### config.mk
export PLATFORM = sky130hd
export DESIGN_NAME = pc16_ras
export DESIGN_NICKNAME = d
export VERILOG_FILES = /design/src/rtl/pc16_ras.sv
export SDC_FILE = /design/constraint.sdc
export NUM_CORES = 1
export LEC_CHECK = 0
export ABC_AREA = 1
export CAP_MARGIN = 0
export CELL_PAD_IN_SITES_DETAIL_PLACEMENT = 1
export CELL_PAD_IN_SITES_GLOBAL_PLACEMENT = 2
export CORE_ASPECT_RATIO = 1.5
export CORE_MARGIN = 2
export CORE_UTILIZATION = 38
export CTS_CLUSTER_SIZE = 12
export DETAILED_ROUTE_END_ITERATION = 8
export PLACE_DENSITY = 0.87
export SLEW_MARGIN = 5
export SYNTH_ARGS = -nofsm -noshare
export SYNTH_HDL_FRONTEND = slang
export SYNTH_SLANG_ARGS = --single-unit
### constraint.sdc
create_clock -name clk -period 3.52 [get_ports clk]
set_input_delay 0.528 -clock clk [delete_from_list [all_inputs] [get_ports clk]]
set_output_delay 0.528 -clock clk [all_outputs]
set_load 0.1 [all_outputs]
### src/rtl/pc16_ras.sv
// 16-bit program counter with a hardware return-address stack for call/return.
// Define PC_BOUND_EN to suppress any next-PC above LIMIT (holds PC, sets ras_err).
module pc16_ras #(
    parameter int unsigned DEPTH = 8,
    parameter logic [15:0] LIMIT = 16'h7FFF
) (
    input  logic        clk,
    input  logic        reset,
    input  logic [15:0] in,
    input  logic        load,
    input  logic        inc,
    input  logic        call,
    input  logic        ret,
    output logic [15:0] out,
    output logic        ras_empty,
    output logic        ras_full,
    output logic        ras_err
);

    localparam int unsigned PW = $clog2(DEPTH) + 1;
    localparam int unsigned AW = (DEPTH > 1) ? $clog2(DEPTH) : 1;

    if (DEPTH < 2 || DEPTH > 64) begin : g_depth_check
        $error("pc16_ras: DEPTH must be in 2..64");
    end
    // A zero LIMIT would pin the PC at reset when bounding is enabled.
    if (LIMIT == 16'h0000) begin : g_limit_check
        $error("pc16_ras: LIMIT must be nonzero");
    end

    logic [15:0]   ras [DEPTH];
    logic [PW-1:0] ptr;

    logic [15:0]   out_p1;
    logic [15:0]   nxt_out;
    logic [PW-1:0] nxt_ptr;
    logic          push;
    logic          err_set;
    logic [AW-1:0] push_idx;
    logic [AW-1:0] pop_idx;

    assign out_p1   = out + 16'd1;
    assign push_idx = AW'(ptr);
    assign pop_idx  = AW'(ptr - PW'(1));

    always_comb begin
        nxt_out = out;
        nxt_ptr = ptr;
        push    = 1'b0;
        err_set = 1'b0;
        if (call && ret) begin
            err_set = 1'b1;
        end else if (call) begin
            nxt_out = in;
            if (ras_full) begin
                err_set = 1'b1;
            end else begin
                push    = 1'b1;
                nxt_ptr = ptr + PW'(1);
            end
        end else if (ret) begin
            if (ras_empty) begin
                err_set = 1'b1;
            end else begin
                nxt_ptr = ptr - PW'(1);
                nxt_out = ras[pop_idx];
            end
        end else if (load) begin
            nxt_out = in;
        end else if (inc) begin
            nxt_out = out_p1;
        end
`ifdef PC_BOUND_EN
        // Out-of-range targets are dropped, but a call's push still stands.
        if (nxt_out > LIMIT) begin
            nxt_out = out;
            err_set = 1'b1;
        end
`endif
    end

    always_ff @(posedge clk) begin
        if (reset) begin
            out       <= '0;
            ptr       <= '0;
            ras_empty <= 1'b1;
            ras_full  <= 1'b0;
            ras_err   <= 1'b0;
        end else begin
            out       <= nxt_out;
            ptr       <= nxt_ptr;
            ras_empty <= (nxt_ptr == '0);
            ras_full  <= (nxt_ptr == PW'(DEPTH));
            if (err_set) begin
                ras_err <= 1'b1;
            end
        end
    end

    always_ff @(posedge clk) begin
        if (!reset && push) begin
            ras[push_idx] <= out_p1;
        end
    end

endmodule

==> Word level (Yosys, flattened, before mapping) <==
Memory sizes are Yosys's and may differ from the RTL's.
Cells that the tools add are included.
{ "word_totals": {"register_bits": 23, "ramBits": 128, "inputBits": 22, "output_inout_bits": 19, "wordCells": 38, "memories": 1} }
{ "mem_list": {"columns": ["name", "words", "word_bits", "rd", "rd_ports_with_merged_regs", "write_ports", "line", "text"], "rows": [
  ["ras", 8, 16, 1, 0, 1, "31", "logic [15:0] ras [DEPTH];"]
]} }
{ "op_classes": {"n_addsub": 3, "n_eq_ne": 2, "n_mux": 20, "n_bitwise": 1, "reduce_logical": 6} }
{ "op_table": {"columns": ["operator", "n"], "rows": [
  ["16-bit two-way mux", 5],
  ["4-bit two-way mux", 5],
  ["16-bit by 1-bit adder with 16-bit output (second input constant)", 1],
  ["1-bit two-way mux", 10],
  ["4-bit by 1-bit adder with 4-bit output (second input constant)", 1],
  ["4-bit equality test (second input constant)", 1],
  ["4-bit zero test", 1],
  ["4-bit nonzero test", 1],
  ["4-bit by 1-bit subtractor with 4-bit output (second input constant)", 1],
  ["3-bit != test (second input constant)", 1],
  ["3-bit AND reduction", 1],
  ["1-bit logical AND", 2],
  ["1-bit zero test", 1],
  ["1-bit inverter", 1]
]} }

==> Depth between registers and ports, before layout <==
Gate-level depths: netlist of the first run.
{ "logic_depth": {"depth_word": 6, "ltp_mapped": 16} }

==> Worst setup path after synthesis of the first run <==
No wires, ideal clock.
{ "synth_path": {"path_type": "input to register", "start": "input ret", "end": "memory ras[7][0] (enable)", "setup_time_ns": 0.430, "t_arrival_ns": 2.575, "slack_ns": 0.515, "cell_stages": 3, "n_path_buf": 2, "cell_sequence": "clkbuf_1 buf_2 nor4_1"} }
{ "synth_between": {"elab_chain_cells": 5} }
{ "synth_lines": {"columns": ["element", "line", "text"], "rows": [
  ["start: declaration", "13", "input logic ret,"],
  ["1-bit logical AND", "51", "if (call && ret) begin"],
  ["1-bit two-way mux", "51", null],
  ["1-bit logical AND", "101", "if (!reset && push) begin"],
  ["1-bit two-way mux", "101", null],
  ["1-bit two-way mux (implied by the code)", "102", "ras[push_idx] <= out_p1;"],
  ["end: declaration", "31", null]
]} }
No other way between the ends.

==> Worst setup path in the final report of the first run <==
{ "layout_path": {"start": "register out[4]", "end": "output out[4]"} }
{ "layout_lines": {"columns": ["element", "line", "text"], "rows": [
  ["start: declaration", "14", "output logic [15:0] out,"],
  ["start signal: assignment", "90", "out <= nxt_out;"]
]} }
No word-level cell between the ends.

==> results of run 1 <==
## power groups by stage
stage               Sequential [mW]  Combinational [mW]  Clock (mW)
floorplan                      2.35               0.807           0
global placement               2.15                1.38           0
detailed placement             2.15                1.42           0
CTS                            2.11                1.43        2.02
global route                   2.12                1.56        2.08
finish                         2.11                1.42        2.00
## cells by family after synthesis
logic type | Yosys count | synth area share (%)
XOR/XNOR | 8 | 1.22
adder cells (fa/ha/maj) | 3 | 0.540
AO/OA/AOI/OAI | 114 | 8.56
flip-flops | 151 | 61.9
AND/OR/NAND/NOR | 356 | 21.1
buffers and inverters | 97 | 6.67
## state kept, by name (all words and copies together), names as in the netlist
name and count:
ptr 4, out 16, ras 128, ras_err 1, ras_empty 1, ras_full 1
## metal layers
layer	track usage, %	up-vias	routed length (um)
met5	0	-	0
met4	9.49	0	627
met3	3.14	35	736
met2	38.2	144	10600
met1	26.3	2672	8280
li1	-	2542	-
## area by class of cell
class                      count  area, um2  share of cell area, %
clock buffer                  18        429                   5.21
clock inverter                14        214                   2.60
inverter                      60        230                   2.79
multi-input combinational    481       2230                   27.1
sequential                   151       4310                   52.2
tap                          217        272                   3.29
timing repair buffer          61        558                   6.77
## synth_stat cells
cell      number
clkbuf_1       9
nand2_1      155
and2_1         2
clkinv_4       1
o31ai_1        1
edfxtp_1     128
xnor2_2        1
o21ai_0       55
nand3_2        2
buf_6          8
nor3_1         8
dfxtp_1       23
nand3_1       67
inv_2          6
a22oi_1        2
inv_1         53
xor2_1         5
buf_2         16
nand4_1        4
ha_1           3
xnor2_1        1
nor2_1       114
buf_4          4
a21oi_1       38
xor2_2         1
nand3b_1       2
o21ai_1       11
o211ai_1       7
nor4_1         1
nor2_2         1
## how the worst max path moves through the flow
stage                       from  cells after the start        end  slack, ps
after floorplan              ret                      3  ras[7][0]        510
after global placement       ret                      9     out[2]        970
after detailed placement     ret                      9     out[2]        880
after CTS                 out[4]                      1     out[4]        850
after global routing      out[4]                      1     out[4]        820
final                     out[4]                      1     out[4]        880
## worst min-delay path: cells and delay by family, from the launching register on
family	cells	cell delay [ps]
and+or+nand+nor	1	80
AOI/OAI and AO/OA	1	60
DFF	1	350
## per-stage QoR
stage / instance area (um2) / power, mW
finish: 8240 / 5.53
global route: 8240 / 5.76
CTS: 8240 / 5.57
detailed placement: 7600 / 3.57
global placement: 7600 / 3.53
floorplan: 6960 / 3.16
==> metrics.md, run 1 <==
| Metric | Value |
|---|---|
| Outcome | `finished, final reports clean` |
| FF+latch count, synth | `151` |
| CTS Buffer Depth | `2` |
| Cts hold-fix bufs | `0` |
| DR WL/cell | `20.2 um` |
| Internal power | `3.64 mW` |
| Distinct cells, synth | `30` |
| Cts repair resizes | `0` |
| Global-route wire length before repair | `32100 um` |
| Gpl congestion | `0.841` |
| GRT Resource Usage Total | `21.8%` |
| Worst reg2reg path depth | `9` |
| Area growth, synth to finish | `18.5%` |
| Die height | `170 um` |
| Type of origin of the critical path | `flip-flop` |
| Crit path kind | `reg -> out` |
| Clock insertion delay at the later pin of the skew report | `420 ps` |
| Final net count | `797` |
| # port buffers | `40` |
| Dpl ws | `882 ps` |
| Sequential share of power | `38.1%` |
| Initial DRC count | `354` |
| Logic pwr share | `25.7%` |
| Post-Route WL | `20200 um` |
| CP Buf/Inv Count | `1` |
| Clock Sinks | `151` |
| Layout cells sized above 1 | `9.17%` |
| CP top delay family | `buffers and inverters` |
| R2r endpoint | `out[8]` |
| Post-route ant nets | `0` |
| Mapped Area | `6960 um2` |
| DRT Pass-1 Iters | `5` |
| Synth Instances | `729` |
| # rows | `60` |
| Hold Path End | `out[13]` |
| Max frequency | `0.379 GHz` |
| R2R setup slack | `1100 ps` |
| # DRC | `0` |
| CTS tree | `done` |
| Post-CTS setup repair buffer count | `0` |
| HPWL after DPL | `13800 um` |
| Clock root buffer | `clkbuf_16` |
| Hold_ws | `535 ps` |
| Synthesized area per cell | `9.54 um2` |
| NetSw | `1.89 mW` |
| Antenna diodes | `0` |
| Power density cells | `671 nW/um2` |
| Max-slew violation count | `0` |
| Yosys top cell by area | `edfxtp_1` |
| Worst Path Max Fanout | `6` |
| Number of H-tree levels | `4` |
| Max stage delay on crit path | `1200 ps` |
| Via count | `5393` |
| Clk pin slew, worst setup/hold paths | `60 ps` |
| Worst Path Arrival | `2110 ps` |
| Hold Path Class | `reg -> reg` |
| Synth Warn # | `0` |
| Final cycle utilization of the critical path | `75.0%` |
| Initial Util | `38.8%` |
| Number of global-route vias before repair | `5947` |
| Inserted Clock Buffers | `17` |
| RR Startpoint | `out[0]` |
| Number of I/O pins | `41` |
| Clk pwr share | `36.1%` |
| Setup TNS Final | `0 ps` |
| Maximum VDD drop | `0.320 mV` |
| CP Cell Sequence | `clkdlybuf4s50_1` |
| CP required | `2990 ps` |
| Width of the die | `114 um` |
| Share of the synthesized area in the top cell type | `55.3%` |
| Slowest-stage cell, CP | `clkdlybuf4s50_1` |
| RSZ-0062 raised after global routing | `no` |
| Worst Skew | `6.99 ps` |
| Die area | `19400 um2` |
| Worst-Margin Slew | `976 ps` |
| Post-route setup slack | `880 ps` |
| Synthesized Nets | `754` |
| Most frequent cells in the layout | `nand2_1, edfxtp_1, nor2_1` |
| Max-cap viol count | `0` |
| FILL cells | `1994` |
| Grt ovf | `0` |
| Worst setup EP type | `output port` |
| Slew headroom | `34.7%` |
| Share of the core filled with cells | `45.9%` |
| Vias per inst | `5.38` |
| Inst Count DP | `970` |
| Hold_sp | `out[13]` |
| Min cycle time layout | `2640 ps` |
| Final setup viols | `0` |
| Initial antenna violation count | `0` |
| Final Hold Fails | `0` |
| Core area | `17900 um2` |
| Commonest non-fill, non-tap cell in the layout | `nand2_1` |
| Lkg Pwr | `3.10 nW` |
| Sequential area share after synthesis | `61.9%` |
| Ranking of synthesized cells by area | `edfxtp_1, nand2_1, dfxtp_1, nor2_1, nand3_1` |
| Worst hold stages | `2` |
| Largest net degree at the start of global routing | `71` |
| Sw Ratio | `34.2%` |
| Finished Layout Cells | `1002` |
(Power assumes the default switching activity.)
==> inputs of run 2 (changes only) <==
clock period = 2.75 ns   (was 3.52 ns; I/O delays follow)
==> metrics.md, run 2 (same netlist as run 1, synthesis figures left out) <==
| Metric | Value |
|---|---|
| Outcome | `finished, final reports clean` |
| Post-route setup slack | `651 ps` |
| Biggest register | `ras` |
| Worst setup EP type | `flip-flop` |
| Dpl ws | `380 ps` |
| Global-route wire length before repair | `31400 um` |
| GRT Resource Usage Total | `21.3%` |
| Initial Util | `38.8%` |
| Slew headroom | `48.8%` |
| Layout cells sized above 1 | `12.8%` |
| CTS tree | `done` |
| Commonest non-fill, non-tap cell in the layout | `nand2_1` |
| Post-Route WL | `19700 um` |
| Final net count | `810` |
| Most frequent cells in the layout | `nand2_1, edfxtp_1, nor2_1` |
| Die height | `170 um` |
| Width of the die | `114 um` |
| Worst Path Max Fanout | `70` |
| Placed cell area | `7680 um2` |
| Max-slew violation count | `0` |
| Final setup viols | `0` |
| Max-cap viol count | `0` |
| Post-CTS setup repair buffer count | `0` |
| DR WL/cell | `19.4 um` |
| Area growth, synth to finish | `18.2%` |
| Number of H-tree levels | `4` |
| Vias per inst | `5.26` |
| Finished Layout Cells | `1015` |
| Worst Path Arrival | `2190 ps` |
| Inserted Clock Buffers | `17` |
| Type of origin of the critical path | `flip-flop` |
| Antenna diodes | `0` |
| Max reg flops | `128` |
| Gpl congestion | `0.843` |
| Final cycle utilization of the critical path | `76.3%` |
| Inst Count DP | `983` |
| # DRC | `0` |
| Share of the core filled with cells | `45.8%` |
| CP required | `2840 ps` |
| Die area | `19400 um2` |
| Hold_ws | `534 ps` |
| Crit path kind | `reg -> reg` |
| # rows | `60` |
| Top Registers | `ras (128), out (16), ptr (4)` |
| Grt ovf | `0` |
| Max frequency | `0.476 GHz` |
| Maximum VDD drop | `0.464 mV` |
| Worst Skew | `14.7 ps` |
| Clock Sinks | `151` |
| Number of I/O pins | `41` |
| # port buffers | `40` |
| Initial antenna violation count | `0` |
| RSZ-0062 raised after global routing | `no` |
| Min cycle time layout | `2100 ps` |
| Hold Path Class | `reg -> reg` |
| Fin area | `8220 um2` |
| Initial DRC count | `361` |
| Largest net degree at the start of global routing | `71` |
| Core area | `17900 um2` |
| Worst-Margin Slew | `768 ps` |
| Setup TNS Final | `0 ps` |
| Via count | `5339` |
| Number of global-route vias before repair | `5765` |
| CTS Buffer Depth | `2` |
| Clock insertion delay at the later pin of the skew report | `430 ps` |
| Clock root buffer | `clkbuf_16` |
| Clk pin slew, worst setup/hold paths | `60 ps` |
| FILL cells | `2003` |
| Cts repair resizes | `0` |
| Cts hold-fix bufs | `0` |
| Post-route ant nets | `0` |
| DRT Pass-1 Iters | `5` |
| HPWL after DPL | `13600 um` |
| Final Hold Fails | `0` |
| Lkg Pwr | `3.15 nW` |
| Power Total | `6.71 mW` |
| Power density cells | `817 nW/um2` |
run 2: layout make-up:
class                      instances  area [um2]  share of cell area [%]
clock buffer                      18         429                    5.22
clock inverter                    14         110                    1.34
inverter                          60         230                    2.80
multi-input combinational        481        2240                    27.3
sequential                       151        4310                    52.4
tap                              217         272                    3.30
timing repair buffer              74         633                    7.70
run 2: path summary, 6_finish.rpt:
kind,slack (ps),cells after the start,start,endpoint
hold / removal,530,2,out[8],out[8]
setup reg to reg,650,4,ptr[0],ras[7][7]
hold reg to reg,530,2,out[8],out[8]
setup / recovery,650,4,ptr[0],ras[7][7]
run 2: layer usage:
metal,track usage (%),vias to the layer above,share of wire (%)
met1,25.4,2634,42
met5,0,-,0
met2,37.7,106,52
li1,-,2572,-
met4,9.17,0,2.7
met3,3.29,27,3.2
run 2: power by group:
part | total, mW | switching (mW) | internal (mW)
sequential | 2.70 | 0.0737 | 2.62
clock | 2.16 | 0.926 | 1.23
combinational | 1.86 | 1.33 | 0.527
run 2: worst max-delay path, stage by stage, from the launching register on:
cell	delay, ps
dfxtp_2	330
buf_4	600
nand3_1	270
nor4_4	190
buf_4	360
==> inputs of run 3 (changes only) <==
clock period = 2.14 ns   (was 2.75 ns; I/O delays follow)
==> metrics.md, run 3 (same netlist as run 1, synthesis figures left out) <==
| Metric | Value |
|---|---|
| Power density cells | `1080 nW/um2` |
| Global-route wire length before repair | `32300 um` |
| Hold Path Class | `reg -> reg` |
| Area growth, synth to finish | `21.3%` |
| Crit path kind | `reg -> reg` |
| CP required | `2490 ps` |
| Max-slew violation count | `0` |
| R2R setup slack | `160 ps` |
| Post-route setup slack | `159 ps` |
| Most Frequent Cell on Critical Path | `nand2_1` |
| Final Hold Fails | `0` |
| Post-Route WL | `20900 um` |
| Clock insertion delay at the later pin of the skew report | `430 ps` |
| # port buffers | `40` |
| Clock Sinks | `151` |
| DRT Pass-1 Iters | `4` |
| # rows | `60` |
| Type of origin of the critical path | `flip-flop` |
| Post-route ant nets | `0` |
| Area of the multi-input gates | `2250 um2` |
| Layout cells sized above 1 | `14.4%` |
| FILL cells | `1982` |
| CTS tree | `done` |
| Number of I/O pins | `41` |
| Slew headroom | `58.0%` |
| Final net count | `815` |
| Biggest register | `ras` |
| Inserted Clock Buffers | `17` |
| Worst hold stages | `2` |
| Core area | `17900 um2` |
| DR WL/cell | `20.4 um` |
| Initial Util | `38.8%` |
| Max stage delay on crit path | `390 ps` |
| Number of global-route vias before repair | `5952` |
| Maximum VDD drop | `0.610 mV` |
| R2r endpoint | `out[2]` |
| Post-CTS setup repair buffer count | `0` |
| Max reg flops | `128` |
| HPWL after DPL | `14000 um` |
| Largest net degree at the start of global routing | `71` |
| Antenna diodes | `0` |
| Worst Path Arrival | `2330 ps` |
| Via count | `5553` |
| Initial DRC count | `306` |
| Worst reg2reg path depth | `9` |
| Vias per inst | `5.44` |
| CP Buf/Inv Count | `2` |
| Commonest non-fill, non-tap cell in the layout | `nand2_1` |
| Finished Layout Cells | `1020` |
| Clk pin slew, worst setup/hold paths | `60 ps` |
| Gpl congestion | `0.864` |
| Worst-Margin Slew | `627 ps` |
| Final setup viols | `0` |
| Worst Skew | `12.8 ps` |
| Initial antenna violation count | `0` |
| Hold_ws | `521 ps` |
| Clock root buffer | `clkbuf_16` |
| Max-cap viol count | `0` |
| Number of H-tree levels | `4` |
| Die area | `19400 um2` |
| Hold Path End | `out[7]` |
| Inst Count DP | `988` |
| Slowest-stage cell, CP | `ha_2` |
| GRT Resource Usage Total | `22.2%` |
| CP top delay family | `compound AO/OA/AOI/OAI gates` |
| RR Startpoint | `ptr[1]` |
| Dpl ws | `-50.0 ps` |
| Min cycle time layout | `1980 ps` |
| Grt ovf | `0` |
| Worst Path Max Fanout | `16` |
| CTS Buffer Depth | `2` |
| Top Registers | `ras (128), out (16), ptr (4)` |
| Die height | `170 um` |
| Hold_sp | `out[7]` |
| Area occupied by registers | `4310 um2` |
| Max frequency | `0.505 GHz` |
| Lkg Pwr | `3.24 nW` |
| Final cycle utilization of the critical path | `92.6%` |
| Worst setup EP type | `flip-flop` |
| CP Cell Sequence | `inv_1, ha_2, buf_4, o21ai_0, o211ai_1, nand3_1, nand2_1, nand2_1, a21oi_1` |
| Most frequent cells in the layout | `nand2_1, edfxtp_1, nor2_1` |
| # DRC | `0` |
| RSZ-0062 raised after global routing | `yes` |
| Outcome | `finished, final reports clean` |
| Width of the die | `114 um` |
run 3: cell count changes in the layout (fill, tap and decap cells not counted), moves of 3 or more:
cell / change
clkinv_4: +3
buf_12: +8
dfxtp_2: +6
dfxtp_1: -6
clkinv_2: -4
buf_4: -3
run 3: layer usage:
metal  vias up  part of all wire (%)  wire (um)  GRT usage [%]
met2       152                    54      11200           40.3
met4         0                   3.7        762           11.7
met5         -                     0          0              0
li1       2583                     -          -              -
met1      2773                    39       8090           25.0
met3        45                   3.7        777           3.00
run 3: worst max-delay path by stage:
| stage | end | startpoint | cells past startpoint | slack, ps |
|---|---|---|---|---|
| after global placement | ras[0][12] | call | 8 | 40 |
| final | out[2] | ptr[1] | 9 | 160 |
| after CTS | out[2] | ptr[1] | 9 | 130 |
| after floorplan | ras[0][0] | ras_full | 5 | -200 |
| after global routing | out[2] | ptr[1] | 9 | -1 |
| after detailed placement | ras[5][8] | call | 7 | -50 |
run 3: power by group:
| part | total (mW) | switching (mW) | leakage (nW) | internal, mW |
|---|---|---|---|---|
| Combinational | 2.54 | 1.80 | 1.58 | 0.746 |
| Sequential | 3.48 | 0.104 | 1.36 | 3.37 |
| Clock | 3.09 | 1.24 | 0.288 | 1.85 |
run 3: cell type report:
| type | count | area share [%] |
|---|---|---|
| Tap cell | 217 | 3.22 |
| Multi-Input combinational cell | 481 | 26.7 |
| Timing Repair Buffer | 79 | 9.13 |
| Clock buffer | 19 | 5.13 |
| Clock inverter | 13 | 2.05 |
| Sequential cell | 151 | 51.1 |
| Inverter | 60 | 2.73 |
run 3: what timing repair did:
| item | 4_1_cts | 5_1_grt |
|---|---|---|
| setup endpoints to repair | 0 | 2 |
| hold buffers | 0 | 0 |
| resized for setup | 0 | 1 |
run 3: stage by stage:
step	instance area (um2)	TNS, ps	power [mW]	utilization [%]
CTS	8440	0	9.15	47.0
floorplan	7000	-18470	5.21	-
detailed placement	7830	-1690	6.04	43.7
global route	8440	-1.02	9.46	47.0
global placement	7830	0	5.96	43.7
finish	8440	0	9.11	47.0
run 3: worst reg2reg max path, stage by stage (launching register included):
cell	delay, ps
dfxtp_1	330
inv_1	90
ha_2	390
buf_4	260
o21ai_0	180
o211ai_1	230
nand3_1	150
nand2_1	120
nand2_1	60
a21oi_1	120
